File: src/rtl/input_buffer_pkg.sv
// Shared types and width helpers for the input buffer arbiter slice.
package input_buffer_pkg;

    typedef enum logic [0:0] {
        IDLE   = 1'b0,
        LOCKED = 1'b1
    } arb_state_t;

    function automatic int src_id_w(input int num_src);
        return (num_src > 1) ? $clog2(num_src) : 1;
    endfunction

    // One extra bit so a full buffer count is representable for any depth.
    function automatic int credit_w(input int depth);
        return $clog2(depth) + 1;
    endfunction

endpackage

File: src/rtl/input_buffer_arbiter_if.sv
// Source-side and buffer-side signals of the input buffer arbiter.
interface input_buffer_arbiter_if import input_buffer_pkg::*; #(
    parameter int N          = 8,
    parameter int DATA_WIDTH = 32,
    parameter int NUM_SRC    = 4
) ();
    localparam int SRC_ID_W = src_id_w(NUM_SRC);

    logic [NUM_SRC-1:0]                          src_valid;
    logic [NUM_SRC-1:0]                          src_eof;
    logic [NUM_SRC-1:0][N-1:0][DATA_WIDTH-1:0]   src_vector;
    logic [NUM_SRC-1:0]                          src_ready;
    logic                                        ib_deq;
    logic                                        enqueue;
    logic                                        eof_out;
    logic [N-1:0][DATA_WIDTH-1:0]                vector_out;
    logic [SRC_ID_W-1:0]                         src_id_out;
    logic                                        busy;

    modport slave (
        input  src_valid, src_eof, src_vector, ib_deq,
        output src_ready, enqueue, eof_out, vector_out, src_id_out, busy
    );

    modport master (
        output src_valid, src_eof, src_vector, ib_deq,
        input  src_ready, enqueue, eof_out, vector_out, src_id_out, busy
    );
endinterface

File: src/rtl/input_buffer_arbiter_rr_select.sv
// Combinational round-robin pick: first set request bit at or after ptr, with wrap.
module rr_select #(
    parameter int NUM_SRC = 4,
    parameter int ID_W    = 2
) (
    input  logic [NUM_SRC-1:0] req,
    input  logic [ID_W-1:0]    ptr,
    output logic [ID_W-1:0]    idx,
    output logic               found
);
    logic [NUM_SRC-1:0] rot;
    logic [31:0]        off;

    // rot[k] is the request sitting k positions after ptr.
    for (genvar gi = 0; gi < NUM_SRC; gi++) begin : g_rot
        logic [ID_W-1:0] pos;
        assign pos     = ID_W'((32'(ptr) + 32'(gi)) % NUM_SRC);
        assign rot[gi] = req[pos];
    end

    always_comb begin
        off   = '0;
        found = 1'b0;
        for (int k = NUM_SRC - 1; k >= 0; k--) begin
            if (rot[k]) begin
                off   = 32'(k);
                found = 1'b1;
            end
        end
    end

    assign idx = ID_W'((32'(ptr) + off) % NUM_SRC);
endmodule

File: src/rtl/input_buffer_arbiter.sv
// Frame-level round-robin arbiter feeding one input buffer with credit-based flow control.
// Optional per-source accepted-beat counters: define INPUT_BUFFER_ARB_STATS_EN.
module input_buffer_arbiter import input_buffer_pkg::*; #(
    parameter int N          = 8,
    parameter int DATA_WIDTH = 32,
    parameter int NUM_SRC    = 4,
    parameter int IB_DEPTH   = 4
) (
    input  logic                 clk,
    input  logic                 rst,
    input_buffer_arbiter_if.slave bus
`ifdef INPUT_BUFFER_ARB_STATS_EN
    ,
    output logic [NUM_SRC-1:0][31:0] beat_count
`endif
);
    localparam int SRC_ID_W = src_id_w(NUM_SRC);
    localparam int CREDIT_W = credit_w(IB_DEPTH);
    localparam logic [CREDIT_W-1:0] CREDIT_MAX = CREDIT_W'(IB_DEPTH - 1);
    localparam logic [0:0] ST_IDLE   = IDLE;
    localparam logic [0:0] ST_LOCKED = LOCKED;

    logic [0:0]                   state_reg;
    logic [SRC_ID_W-1:0]          grant_reg;
    logic [SRC_ID_W-1:0]          rr_ptr_reg;
    logic [SRC_ID_W-1:0]          rr_ptr_next;
    logic [CREDIT_W-1:0]          credits_reg;
    logic [CREDIT_W-1:0]          credits_next;
    logic                         enqueue_reg;
    logic                         eof_out_reg;
    logic [N-1:0][DATA_WIDTH-1:0] vector_out_reg;
    logic [SRC_ID_W-1:0]          src_id_out_reg;

    logic [SRC_ID_W-1:0] sel_idx;
    logic                sel_found;
    logic                locked;
    logic                has_credit;
    logic                accept;
    logic                grant_eof;
    logic                deq_eff;

    rr_select #(
        .NUM_SRC (NUM_SRC),
        .ID_W    (SRC_ID_W)
    ) u_rr_select (
        .req   (bus.src_valid),
        .ptr   (rr_ptr_reg),
        .idx   (sel_idx),
        .found (sel_found)
    );

    assign locked     = (state_reg == ST_LOCKED);
    assign has_credit = (credits_reg < CREDIT_MAX);
    assign accept     = locked && has_credit && bus.src_valid[grant_reg];
    assign grant_eof  = bus.src_eof[grant_reg];
    // A pop against an empty count is a downstream protocol error; drop it.
    assign deq_eff    = bus.ib_deq && (credits_reg != '0);

    assign rr_ptr_next = (grant_reg == SRC_ID_W'(NUM_SRC - 1)) ? '0 : grant_reg + SRC_ID_W'(1);

    always_comb begin
        credits_next = credits_reg;
        if (accept && !deq_eff) begin
            credits_next = credits_reg + CREDIT_W'(1);
        end else if (!accept && deq_eff) begin
            credits_next = credits_reg - CREDIT_W'(1);
        end
    end

    // Ready depends only on registered state so sources may wait on it safely.
    for (genvar gi = 0; gi < NUM_SRC; gi++) begin : g_ready
        assign bus.src_ready[gi] = locked && has_credit && (grant_reg == SRC_ID_W'(gi));
    end

    always_ff @(posedge clk) begin
        if (rst) begin
            state_reg      <= ST_IDLE;
            grant_reg      <= '0;
            rr_ptr_reg     <= '0;
            credits_reg    <= '0;
            enqueue_reg    <= 1'b0;
            eof_out_reg    <= 1'b0;
            vector_out_reg <= '0;
            src_id_out_reg <= '0;
        end else begin
            credits_reg <= credits_next;
            enqueue_reg <= accept;
            eof_out_reg <= accept && grant_eof;
            if (accept) begin
                vector_out_reg <= bus.src_vector[grant_reg];
                src_id_out_reg <= grant_reg;
            end
            case (state_reg)
                ST_IDLE: begin
                    if (sel_found) begin
                        grant_reg <= sel_idx;
                        state_reg <= ST_LOCKED;
                    end
                end
                default: begin
                    if (accept && grant_eof) begin
                        state_reg  <= ST_IDLE;
                        rr_ptr_reg <= rr_ptr_next;
                    end
                end
            endcase
        end
    end

    assign bus.enqueue    = enqueue_reg;
    assign bus.eof_out    = eof_out_reg;
    assign bus.vector_out = vector_out_reg;
    assign bus.src_id_out = src_id_out_reg;
    assign bus.busy       = locked;

`ifdef INPUT_BUFFER_ARB_STATS_EN
    logic [31:0] count_reg [NUM_SRC];

    for (genvar gi = 0; gi < NUM_SRC; gi++) begin : g_stats
        always_ff @(posedge clk) begin
            if (rst) begin
                count_reg[gi] <= '0;
            end else if (accept && (grant_reg == SRC_ID_W'(gi)) && (count_reg[gi] != '1)) begin
                count_reg[gi] <= count_reg[gi] + 32'd1;
            end
        end
        assign beat_count[gi] = count_reg[gi];
    end
`endif
endmodule

File: src/flat_wrapper.sv
// flat-port wrapper written by rule: the top's interface ports become plain ports
module input_buffer_arbiter_flat import input_buffer_pkg::*;
#(
    parameter int N          = 8,
    parameter int DATA_WIDTH = 32,
    parameter int NUM_SRC    = 4,
    parameter int IB_DEPTH   = 4
)
  (clk, rst, bus_src_valid, bus_src_eof, bus_src_vector, bus_ib_deq, bus_src_ready, bus_enqueue, bus_eof_out, bus_vector_out, bus_src_id_out, bus_busy);
  input_buffer_arbiter_if #(.N(N), .DATA_WIDTH(DATA_WIDTH), .NUM_SRC(NUM_SRC)) bus_i ();
  input  logic clk;
  input  logic rst;
  input wire logic [$bits(bus_i.src_valid)-1:0] bus_src_valid;
  input wire logic [$bits(bus_i.src_eof)-1:0] bus_src_eof;
  input wire logic [$bits(bus_i.src_vector)-1:0] bus_src_vector;
  input wire logic [$bits(bus_i.ib_deq)-1:0] bus_ib_deq;
  output wire logic [$bits(bus_i.src_ready)-1:0] bus_src_ready;
  output wire logic [$bits(bus_i.enqueue)-1:0] bus_enqueue;
  output wire logic [$bits(bus_i.eof_out)-1:0] bus_eof_out;
  output wire logic [$bits(bus_i.vector_out)-1:0] bus_vector_out;
  output wire logic [$bits(bus_i.src_id_out)-1:0] bus_src_id_out;
  output wire logic [$bits(bus_i.busy)-1:0] bus_busy;
  assign bus_i.src_valid = bus_src_valid;
  assign bus_i.src_eof = bus_src_eof;
  assign bus_i.src_vector = bus_src_vector;
  assign bus_i.ib_deq = bus_ib_deq;
  assign bus_src_ready = bus_i.src_ready;
  assign bus_enqueue = bus_i.enqueue;
  assign bus_eof_out = bus_i.eof_out;
  assign bus_vector_out = bus_i.vector_out;
  assign bus_src_id_out = bus_i.src_id_out;
  assign bus_busy = bus_i.busy;
  input_buffer_arbiter #(.N(N), .DATA_WIDTH(DATA_WIDTH), .NUM_SRC(NUM_SRC), .IB_DEPTH(IB_DEPTH)) u_core (.clk(clk), .rst(rst), .bus(bus_i));
endmodule
File: config.mk
export PLATFORM = sky130hd
export DESIGN_NAME = input_buffer_arbiter_flat
export DESIGN_NICKNAME = d
export VERILOG_FILES = /design/src/rtl/input_buffer_pkg.sv /design/src/rtl/input_buffer_arbiter_if.sv /design/src/rtl/input_buffer_arbiter_rr_select.sv /design/src/rtl/input_buffer_arbiter.sv /design/src/flat_wrapper.sv
export SDC_FILE = /design/constraint.sdc
export NUM_CORES = 1
export LEC_CHECK = 0
export ABC_CLOCK_PERIOD_IN_PS = 3000
export CAP_MARGIN = 20
export CORE_AREA = 10 10 496 498
export CTS_CLUSTER_SIZE = 16
export DETAILED_ROUTE_END_ITERATION = 16
export DIE_AREA = 0 0 506 508
export HOLD_SLACK_MARGIN = 0.05
export PLACE_DENSITY = 0.3
export SLEW_MARGIN = 20
export SYNTH_ARGS = -nofsm -noshare
export SYNTH_HDL_FRONTEND = slang
export SYNTH_SLANG_ARGS = --single-unit
File: constraint.sdc
create_clock -name clk -period 3 [get_ports clk]
set_clock_uncertainty 0.05 [all_clocks]
set_input_delay 0.3 -clock clk [delete_from_list [all_inputs] [get_ports clk]]
set_output_delay 0.3 -clock clk [all_outputs]
set_load 0.03 [all_outputs]
======== Word-level counts from Yosys, hierarchy flattened ========
Cells that the tools add are included.
operators by class
  add/subtract/negate cells ............... 7
  $lt $le $gt $ge ......................... 6
  eq/ne operators ......................... 3
  mux-type cells .......................... 28
  bitwise operators ....................... 1
  reduce and logical (&&, ||, !) cells .... 17
operators by type and width
  kind                                                                   number
  256-bit binary-select mux with 2-bit select                            1
  256-bit 2-to-1 mux                                                     1
  2-bit by 3-bit < comparator with 1-bit output, second input constant   5
  1-bit 2-to-1 mux                                                       13
  1-bit binary-select mux with 2-bit select                              6
  1-bit logical AND                                                      10
  2-bit 2-to-1 mux                                                       5
  3-bit 2-to-1 mux                                                       2
  2-bit by 1-bit adder with 2-bit output, second input constant          2
  2-bit adder, second input constant                                     2
  2-bit equality test, second input constant                             2
  2-bit AND reduction                                                    2
  3-bit by 1-bit adder with 3-bit output, second input constant          1
  3-bit by 2-bit < comparator with 1-bit output, second input constant   1
  3-bit nonzero test                                                     1
  3-bit by 1-bit subtractor with 3-bit output, second input constant     1
  2-bit adder                                                            1
  2-bit by 1-bit equality test with 1-bit output, second input constant  1
  1-bit logical NOT                                                      2
  2-bit logical NOT                                                      1
  2-bit nonzero test                                                     1
  1-bit inverter                                                         1
word-level totals
  register bits after elaboration ......... 268
  word-level logic and storage cells ...... 77

======== Longest topological paths before layout ========
Gate-level depths: netlist of run 1.
  depth after elaboration ................. 9
  depth in mapped cells ................... 11
  depth with buffers taken out ............ 9

======== By module ========
From an unflattened synthesis of run 1, not the netlist that was laid out.
unflattened totals
  cells, all modules ...................... 1,519
  area total of the unflattened synthesis .. 15,598.7 sq um
by module, submodules not included
  module                instances  cells an instance  area each (sq um)  sequential area each (sq um)
  input_buffer_arbiter  1          1,494              15,432.3           5,365.1
  rr_select             1          25                 166.4              0.0

======== Least setup slack after synthesis of run 1 ========
OpenSTA, ideal clock, no wires.
  kind .................................... register -> register
  start point ............................. register u_core.state_reg (netlist: u_core.bus.busy)
  end point ............................... register u_core.credits_reg[2]
  setup time .............................. 0.070 ns
  data arrival time ....................... 2.589 ns
  data required time ...................... 2.880 ns
  slack ................................... 0.291 ns
  stages on the path, launching flop included .. 11
  path buffers ............................ 1
  path through ............................ dfxtp_1 -> nor2b_1 -> nand3_2 -> inv_2 -> clkbuf_1 -> ha_1 -> inv_1 -> fa_1 -> xor2_1 -> or3_1 -> a21oi_1
on the way
  cells in the longest elaborated chain, start to end .. 5
  elaborated cells on any way between the ends .. 7
ends and longest elaborated chain
  what                              line                         source
  from (decl)                       input_buffer_arbiter.sv:23   logic [0:0] state_reg;
  from (signal assigned)            input_buffer_arbiter.sv:77   state_reg <= ST_IDLE;
  from (signal assigned)            input_buffer_arbiter.sv:97   state_reg <= ST_LOCKED;
  from (signal assigned)            input_buffer_arbiter.sv:102  state_reg <= ST_IDLE;
  1-bit logical AND * (2 in a row)  input_buffer_arbiter.sv:54   assign accept = locked && has_credit && bus.src_valid[grant_reg];
  net u_core.accept                 input_buffer_arbiter.sv:38   logic accept;
  1-bit logical NOT                 input_buffer_arbiter.sv:65   end else if (!accept && deq_eff) begin
  1-bit logical AND                 input_buffer_arbiter.sv:65
  2-bit nonzero test (no line)      --
  to (signal assigned)              input_buffer_arbiter.sv:86   credits_reg <= credits_next;
  to (decl)                         input_buffer_arbiter.sv:27   logic [CREDIT_W-1:0] credits_reg;
Mark *: on every way through the listed nets, which the timed path passes. The rest lies on a longest branch.
A chain may end at the register's enable or synchronous reset.

======== Worst setup path after layout of run 1 ========
  start point ............................. register u_core.grant_reg[0]
  end point ............................... output bus_src_ready[1]
on the way
  cells in the longest elaborated chain, start to end .. 2
ends and longest elaborated chain
  what                                            line                        source
  from (decl)                                     input_buffer_arbiter.sv:24  logic [SRC_ID_W-1:0] grant_reg;
  from (signal assigned)                          input_buffer_arbiter.sv:96  grant_reg <= sel_idx;
  2-bit by 1-bit equality test with 1-bit output  input_buffer_arbiter.sv:72  assign bus.src_ready[gi] = locked && has_credit && (grant_reg == SRC_ID_W'(gi));
  1-bit logical AND                               input_buffer_arbiter.sv:72
  to (decl)                                       flat_wrapper.sv:17          output wire logic [$bits(bus_i.src_ready)-1:0] bus_src_ready;
No other way between the ends.

==> results of run 1 <==
-- power by group through the flow --
| stage | logic (mW) | registers [mW] | clock network, mW |
|---|---|---|---|
| 4_1_cts | 7.58 | 4.28 | 6.21 |
| 3_5_place_dp | 7.55 | 4.35 | 0 |
| 2_1_floorplan | 2.63 | 5.08 | 0 |
| 3_3_place_gp | 7.58 | 4.34 | 0 |
| 5_1_grt | 7.82 | 4.32 | 6.21 |
| 6_report | 7.30 | 4.27 | 5.83 |
-- synth_stat cells (all sizes together) --
library cell / count / area [µm²]
o21ai: 8 / 40.0
or3: 2 / 12.5
clkbuf: 67 / 251
nand2: 521 / 1960
o211ai: 21 / 158
nor2b: 2 / 12.5
o31ai: 1 / 7.51
mux2i: 4 / 40.0
a31oi: 1 / 6.26
mux4: 249 / 5610
mux2: 1 / 11.3
a21oi: 254 / 1270
and3: 5 / 31.3
xor2: 2 / 17.5
fa: 1 / 20.0
buf: 87 / 499
nand3: 21 / 110
dfxtp: 268 / 5370
nor4: 1 / 6.26
nor3b: 1 / 7.51
and2: 1 / 6.26
ha: 6 / 75.1
a311oi: 1 / 8.76
or4: 1 / 7.51
inv: 7 / 26.3
nand2b: 1 / 6.26
nor3: 2 / 10.0
and4b: 1 / 10.0
nor2: 10 / 40.0
o41ai: 1 / 8.76
a32o: 10 / 100
-- worst paths after layout --
| kind | start | to | slack [ps] | cells past startpoint |
|---|---|---|---|---|
| worst max-delay path | u_core.grant_reg[0]$_SDFFE_PP0P_ | bus_src_ready[1] | 170 | 5 |
| worst min-delay path | u_core.bus.vector_out[125]$_SDFFE_PP0P_ | u_core.bus.vector_out[125]$_SDFFE_PP0P_ | 400 | 2 |
| worst max register to register | u_core.grant_reg[1]$_SDFFE_PP0P_ | u_core.bus.vector_out[188]$_SDFFE_PP0P_ | 410 | 7 |
| worst min register to register | u_core.bus.vector_out[125]$_SDFFE_PP0P_ | u_core.bus.vector_out[125]$_SDFFE_PP0P_ | 400 | 2 |
-- through the flow --
step	TNS, ps	std cells	hold slack (ps)	power (mW)	utilization [%]
2_1_floorplan	0	1558	421	7.71	-
3_3_place_gp	-0.0560	5908	392	11.9	13.7
3_5_place_dp	0	5908	396	11.9	13.7
4_1_cts	0	5990	336	18.1	14.4
5_1_grt	0	5992	417	18.4	14.4
6_report	0	6023	402	17.4	14.4
-- per-layer routing --
| layer | track usage (%) | vias to the layer above |
|---|---|---|
| met5 | 0 | - |
| met4 | 1.97 | 108 |
| met3 | 9.48 | 313 |
| met2 | 24.4 | 1174 |
| met1 | 15.4 | 9376 |
| li1 | - | 8229 |
-- layout make-up --
type | count | share of cell area [%]
Inverter | 7 | 0.0990
Tap cell | 3167 | 11.6
Multi-Input combinational cell | 1129 | 28.1
Timing Repair Buffer | 1338 | 39.6
Clock buffer | 60 | 3.76
Clock inverter | 21 | 0.814
Sequential cell | 268 | 15.7
Antenna cell | 33 | 0.242
-- kinds of logic after synthesis --
kind of cell	count (synthesis)	synth area share (%)
adder cells (fa/ha/maj)	7	0.605
buffers and inverters	161	4.94
flip-flops	268	34.1
multiplexers	254	36.0
AO/OA/AOI/OAI	297	10.2
XOR/XNOR	2	0.111
AND/OR/NAND/NOR	569	14.1
-- worst min-delay path: stages (launching register included) --
cell	delay (ps)
dfxtp_1	300
nand2_1	50
a21oi_1	50
-- what timing repair did --
item	CTS	global route
hold buffers	1	0
setup endpoints to repair	3	0
endpoints found under the hold margin	28	0
resized for setup	3	0
==> results.json, run 1 <==
{
  "status": "finished clean",
  "vias": 19200,
  "switching_power_mw": 6.54,
  "crit_type": "flip-flop to output port",
  "finalWeightedCongestion": 0.877,
  "die_area_um2": 257000,
  "cp.arrival_ps": 2480,
  "viasPerCell": 3.19,
  "syn_area_um2": 15700,
  "p_int_mw": 10.9,
  "tightest_slew_ps": 874,
  "ys_seq_area_share_pct": 34.1,
  "initial_utilization_pct": 6.65,
  "crit_path_max_fanout": 34,
  "drt_first_iter_violations": 1083,
  "die_w_um": 506,
  "netlist_instances": 1558,
  "layout_commonest_cell": "clkdlybuf4s50_1",
  "critPathBufInv": 3,
  "worstPathRequired_ps": 2650,
  "ios": 1300,
  "slew_headroom_pct": 41.7,
  "path_cells": "buf_12 > buf_12 > ha_1 > and3_1 > clkdlybuf4s50_1",
  "seqPwrFrac_pct": 24.5,
  "powerDensity_nw_per_um2": 510,
  "synth_seq_cells": 268,
  "yosysWarnings": 0,
  "power_leakage_nw": 10.6,
  "die_y_um": 508,
  "antenna_found_initial": 183,
  "insertion_delay_ps": 630,
  "setup_viol": 0,
  "cp_top_family": "buffers and inverters",
  "postSynthAreaPerCell_um2": 10.1,
  "postLayoutSetupSlackWorst_ps": 174,
  "cts_made_buffers": 44,
  "placed_area_um2": 32500,
  "design.core.area_um2": 237000,
  "cts.clk_slew.worst_paths_ps": 60,
  "endpoint_kind": "output port",
  "seqCellArea_um2": 5370,
  "combPwrFrac_pct": 41.9,
  "syn-num-nets": 2600,
  "dr_wl_met2_um": 91600,
  "grt_max_degree": 124,
  "cts_tree": "done",
  "design_area_um2": 34100,
  "wl_met3_um": 28300,
  "fin_nets": 3830,
  "cts_buffer_depth": 3,
  "route.detailed.drc": 0,
  "max-cap-violations": 0,
  "cts_setup_buffers": 0,
  "grt_pass1_vias": 20100,
  "p_sw_share_pct": 37.6,
  "cts_root_buf": "clkbuf_16",
  "dp_hpwl_um": 172000,
  "firstDrtPassIters": 5,
  "worstHoldPathType": "flip-flop to flip-flop",
  "hold_viol_final": 0,
  "dr.max_layer_used": "met5",
  "wl_per_cell_um": 32.5,
  "yosysUniqueCellTypes": 36,
  "multiInputGateArea_um2": 9600,
  "period_share_pct": 94.2,
  "ir_drop_mv": 0.327,
  "finalMaxSlewViolations": 0,
  "rsz0062_at_grt": "no",
  "grtUsageTotal_pct": 14.4,
  "ant_nets": 0,
  "overflow": 0,
  "htree_levels": 2,
  "critPathSlowestCell": "clkdlybuf4s50_1",
  "rows": 179,
  "drive_gt1_share_pct": 13.2,
  "cts_sinks": 268,
  "fmax_mhz": 354,
  "min_period_ps": 2830,
  "port_buffers": 1299,
  "wirelength_um": 196000,
  "clock_power_share_pct": 33.5,
  "wl_met1_um": 71700,
  "grt_first_pass_wirelength_um": 241000,
  "area_delta_synth_final_pct": 117,
  "critPathLaunchType": "flip-flop",
  "largest_reg_flops": 256,
  "layout_common_cells": "clkdlybuf4s50_1 (1293), nand2_1 (521), dfxtp_1 (266)",
  "critPathMaxStageDelay_ps": 680,
  "num-fill-cells": 26900,
  "place_ws_ps": 9.07,
  "critPathMostFrequentCell": "buf_12"
}
No activity file was read; power rests on OpenSTA's default activity.
==> run 2: changes to the inputs <==
--- a/config.mk
+++ b/config.mk
@@ -17,3 +17,4 @@
 export SYNTH_ARGS = -nofsm -noshare
 export SYNTH_HDL_FRONTEND = slang
 export SYNTH_SLANG_ARGS = --single-unit
+export TNS_END_PERCENT = 50
==> results of run 2 <==
Same layout as run 1: the final DEF is identical, and so are final timing and power.
==> run 3: changes to the inputs <==
--- a/config.mk
+++ b/config.mk
@@ -6,7 +6,6 @@
 export NUM_CORES = 1
 export LEC_CHECK = 0
 export ABC_CLOCK_PERIOD_IN_PS = 3000
-export CAP_MARGIN = 20
 export CORE_AREA = 10 10 496 498
 export CTS_CLUSTER_SIZE = 16
 export DETAILED_ROUTE_END_ITERATION = 16
==> results of run 3 <==
Same layout as run 1: the final DEF is identical, and so are final timing and power.
